<file path="src/rtl/pad_input_filter.sv">
// rtl/pad_input_filter.sv - pad input synchronizer, debouncer, edge detector and glitch counter
module pad_input_filter #(
    parameter int   SYNC_STAGES = 2,
    parameter int   CNT_WIDTH   = 16,
    parameter logic RESET_VALUE = 1'b0
) (
    input  logic                 clk_i,
    input  logic                 rst_ni,
    input  logic                 pad_i,
    input  logic                 en_i,
    input  logic [CNT_WIDTH-1:0] threshold_i,
    input  logic                 clear_i,
    output logic                 filt_o,
    output logic                 rise_o,
    output logic                 fall_o,
    output logic [7:0]           glitch_cnt_o
);

    logic [SYNC_STAGES-1:0] r_sync;
    logic                   r_filt;
    logic [CNT_WIDTH-1:0]   r_cnt;
    logic                   r_rise;
    logic                   r_fall;
    logic [7:0]             r_glitch;

    logic                   w_sync;
    logic                   w_filt_d;
    logic [CNT_WIDTH-1:0]   w_cnt_d;
    logic                   w_glitch_end;

    assign w_sync = r_sync[SYNC_STAGES-1];

    // cnt counts mismatching samples already absorbed; >= tolerates threshold dropping mid-run
    always_comb begin
        w_filt_d     = r_filt;
        w_cnt_d      = '0;
        w_glitch_end = 1'b0;
        if (!en_i) begin
            w_filt_d = w_sync;
        end else if (w_sync == r_filt) begin
            w_glitch_end = (r_cnt != '0);
        end else if (r_cnt >= threshold_i) begin
            w_filt_d = w_sync;
        end else begin
            w_cnt_d = r_cnt + 1'b1;
        end
    end

    always_ff @(posedge clk_i or negedge rst_ni) begin
        if (!rst_ni) begin
            r_sync   <= {SYNC_STAGES{RESET_VALUE}};
            r_filt   <= RESET_VALUE;
            r_cnt    <= '0;
            r_rise   <= 1'b0;
            r_fall   <= 1'b0;
            r_glitch <= 8'd0;
        end else begin
            r_sync <= {r_sync[SYNC_STAGES-2:0], pad_i};
            r_filt <= w_filt_d;
            r_cnt  <= w_cnt_d;
            r_rise <= w_filt_d & ~r_filt;
            r_fall <= ~w_filt_d & r_filt;
            if (clear_i) begin
                r_glitch <= 8'd0;
            end else if (w_glitch_end && (r_glitch != 8'hFF)) begin
                r_glitch <= r_glitch + 8'd1;
            end
        end
    end

    assign filt_o       = r_filt;
    assign rise_o       = r_rise;
    assign fall_o       = r_fall;
    assign glitch_cnt_o = r_glitch;

`ifndef SYNTHESIS
    always @(posedge clk_i) begin
        if (rst_ni && en_i && $isunknown(pad_i)) begin
            $error("pad_input_filter: pad_i is X/Z while filter enabled");
        end
    end
`endif

endmodule

</file>
<file path="config.mk">
export PLATFORM = sky130hd
export DESIGN_NAME = pad_input_filter
export DESIGN_NICKNAME = d
export VERILOG_FILES = /design/src/rtl/pad_input_filter.sv
export SDC_FILE = /design/constraint.sdc
export NUM_CORES = 1
export LEC_CHECK = 0
export CAP_MARGIN = 0
export CORE_MARGIN = 2
export CORE_UTILIZATION = 50
export CTS_CLUSTER_DIAMETER = 150
export DETAILED_ROUTE_END_ITERATION = 16
export PLACE_DENSITY = 0.76
export SETUP_SLACK_MARGIN = 0.3
export SYNTH_ARGS = -nofsm -noshare
export SYNTH_HDL_FRONTEND = slang
export SYNTH_SLANG_ARGS = --single-unit
export TNS_END_PERCENT = 30
</file>
<file path="constraint.sdc">
create_clock -name clk_i -period 2.07 [get_ports clk_i]
set_input_delay 0.414 -clock clk_i [delete_from_list [all_inputs] [get_ports clk_i]]
set_output_delay 0.414 -clock clk_i [all_outputs]
set_load 0.02 [all_outputs]
</file>
==> impl_metrics.py, run 1 <==
metrics = {
    "route": {
        "via_count": 1557,
        "totalWireLength_mm": 4.54,
        "firstDrtPassIters": 4,
        "viasPerCell": 5.41,
        "drtIter0Drc": 103,
        "drc_errors": 0,
        "wire_per_inst_um": 15.8,
        "ant_nets": 0,
    },
    "global_route": {
        "grt_antenna_before_repair": 0,
        "grt_pass1_wl_mm": 7.68,
        "grt_overflow": 0,
        "grt_pass1_vias": 1623,
        "grt_max_degree": 30,
        "track_usage": 0.243,
    },
    "setup_path": {
        "crit_slowest_cell": "dfrtp_2",
        "slowest_delay_ps": 440,
        "start_kind": "register",
        "path_class": "register to register",
        "path_cells": "ha_4 -> nand2_4 -> nor4_4 -> o311ai_4 -> nand3_2 -> mux2_4",
        "worst_setup_path_end_kind": "register",
        "cpLargestDelayFamily": "simple AND/OR/NAND/NOR gates",
        "required_ps": 2240,
        "cp_num_buf_inv": 0,
        "cp_data_arrival_time_ps": 2000,
        "cp_max_fo": 3,
        "crit_start": "r_cnt[11]$_DFF_PN0_",
        "r2r-start": "r_cnt[11]$_DFF_PN0_",
    },
    "die": {
        "initial_utilization": 0.513,
        "coreArea_sq_um": 3610,
        "dieHeight_um": 64.8,
        "io_pins": 32,
        "dieArea_sq_um": 4200,
        "die_x_um": 64.8,
        "rows": 22,
    },
    "cts": {
        "clk_pin_slew_ps": 60,
        "clock_sinks": 29,
        "holdBufCountCts": 0,
        "cts_buffers": 5,
        "cts_buffer_depth": 2,
        "cts_tree": "built",
        "clock_latency_ps": 280,
        "root_buffer": "clkbuf_8",
        "htreeDepth": 2,
    },
    "cells_and_area": {
        "final_util": 0.736,
        "layout_commonest_cell": "dfrtp_1",
        "num-nets-final": 280,
        "area_growth_pct": 43.5,
        "n_antenna_cell": 0,
        "final_cell_mix": "dfrtp_1, nor2_1, clkdlybuf4s50_1",
        "instances_no_fill": 288,
        "postLayoutCellArea_sq_um": 2660,
        "final_layout_size_suffix_gt1_frac": 0.358,
    },
    "pwr": {
        "p_switching_uw": 328,
        "p_clk_frac": 0.365,
        "power_frac_comb": 0.172,
        "p_seq_frac": 0.463,
        "power.total_mw": 1.27,
        "netSwitchingFraction": 0.258,
        "p_per_area_nw_per_um2": 479,
        "p_leak_nw": 1.16,
        "ir_drop_uv": 376,
        "power.internal_uw": 943,
    },
    "hold_path": {
        "hold_path.class": "register to register",
        "hp-start": "r_sync[0]$_DFF_PN0_",
    },
    "place": {
        "dp_hpwl_mm": 2.99,
        "post_dp_cell_area_sq_um": 2300,
        "gp_congestion": 0.801,
        "io_buffers": 31,
        "dp_cells": 270,
    },
    "timing": {
        "fin_crit_ps": 1830,
        "skew_ps": 8.69,
        "setup_violations": 0,
        "rsz0062_at_grt": "yes",
        "tightestPinTransition_ps": 383,
        "slew_viol_final": 0,
        "fmax_mhz": 547,
        "period_share": 0.883,
        "max_slew_margin": 0.744,
        "hold_viol": 0,
        "whs_ps": 353,
    },
    "synth": {
        "netlist_area_sq_um": 1850,
        "synth_cells": 188,
        "synthTopCellsByArea": "dfrtp_1, ha_1, xor2_1",
        "yosys_warnings": 0,
        "syn_area_per_cell_sq_um": 9.84,
        "synth_top_area_cell": "dfrtp_1",
        "yosys.cell_types.count": 37,
        "ys_ff_latch": 29,
        "syn-num-nets": 228,
        "synth.top_cell.area_share": 0.392,
        "yosysSeqAreaShare": 0.392,
    },
    "status": {
        "outcome": "completed",
    },
    "run": {
        "max-cap-violations": 0,
    },
}
## power by group through the flow
stage,clock network (mW),logic (mW),registers (mW)
finish,0.464,0.219,0.588
global route,0.491,0.239,0.590
CTS,0.470,0.215,0.588
detailed placement,0,0.189,0.599
global placement,0,0.183,0.598
floorplan,0,0.0937,0.605
## cell type report
type	instances	area [sq um]
multi-input combinational	137	1280
sequential	29	732
inverter	20	75.1
tap	48	60.1
timing repair buffer	47	424
fill	277	951
clock buffer	7	86.3
## kinds of logic (layout without fill, tap and decap cells)
family          Yosys count  in the layout  share of synthesized area
flops                    29             29                      0.392
buf+inv                  22             74                     0.0487
mux                       4              4                     0.0223
compound gates           17             17                     0.0635
simple gates             79             79                      0.260
xor+xnor                 18             18                     0.0852
fa+ha+maj                19             19                      0.128
## metal layers
metal	up-vias	routed length, um	track usage
met5	-	0	0
met4	0	128	0.0878
met3	13	143	0.0625
met2	40	2410	0.425
met1	755	1860	0.287
li1	749	-	-
## worst paths after layout
check	cells after the start	slack [ps]	to
worst max register to register	6	240	filt_o$_DFF_PN0_
worst max-delay path	6	240	filt_o$_DFF_PN0_
max in group asynchronous	2	1250	r_cnt[11]$_DFF_PN0_
worst min-delay path	0	350	r_sync[1]$_DFF_PN0_
worst min register to register	0	350	r_sync[1]$_DFF_PN0_
min in group asynchronous	2	510	rise_o$_DFF_PN0_
## worst register-to-register path: stages (launching register included)
cell	delay, ps
dfrtp_2	440
ha_4	300
nand2_4	50
nor4_4	340
o311ai_4	170
nand3_2	120
mux2_4	300
## flip-flops by register name, indices dropped and copies added (netlist names)
register      flops
filt_o            1
r_sync            2
glitch_cnt_o      8
rise_o            1
r_cnt            16
fall_o            1
## repair_timing
action	4_1_cts	5_1_grt
buffers inserted	11	0
pin swaps	26	6
gates resized for setup	57	2
setup endpoints to repair	27	32
## per-stage QoR
stage,setup slack (ps),setup TNS (ps)
after global placement,-293,-4080
after CTS,269,0
after global routing,164,0
after detailed placement,-351,-5100
after floorplan,280,0
final,243,0
## cells in the mapped netlist, drive strengths merged
| library cell | count |
|---|---|
| mux2 | 1 |
| nor3 | 1 |
| a41oi | 1 |
| a2111oi | 1 |
| nand3 | 13 |
| nand4 | 7 |
| or3 | 2 |
| ha | 19 |
| xnor2 | 5 |
| nor2 | 29 |
| mux2i | 3 |
| o311ai | 1 |
| a22oi | 1 |
| nand2 | 7 |
| nand2b | 2 |
| and3 | 6 |
| nor3b | 1 |
| and3b | 2 |
| nor4 | 4 |
| dfrtp | 29 |
| inv | 20 |
| o21ai | 6 |
| xor2 | 13 |
| buf | 2 |
| and2 | 2 |
| a21oi | 7 |
| nand4b | 1 |
| and4 | 2 |
No activity file was read; power rests on OpenSTA's default activity.
==> run 2, diff against run 1 <==
Settings changed: SKIP_LAST_GASP from default to 1.
==> results of run 2 <==
Same layout as run 1: the final DEF is identical, and so are final timing and power.
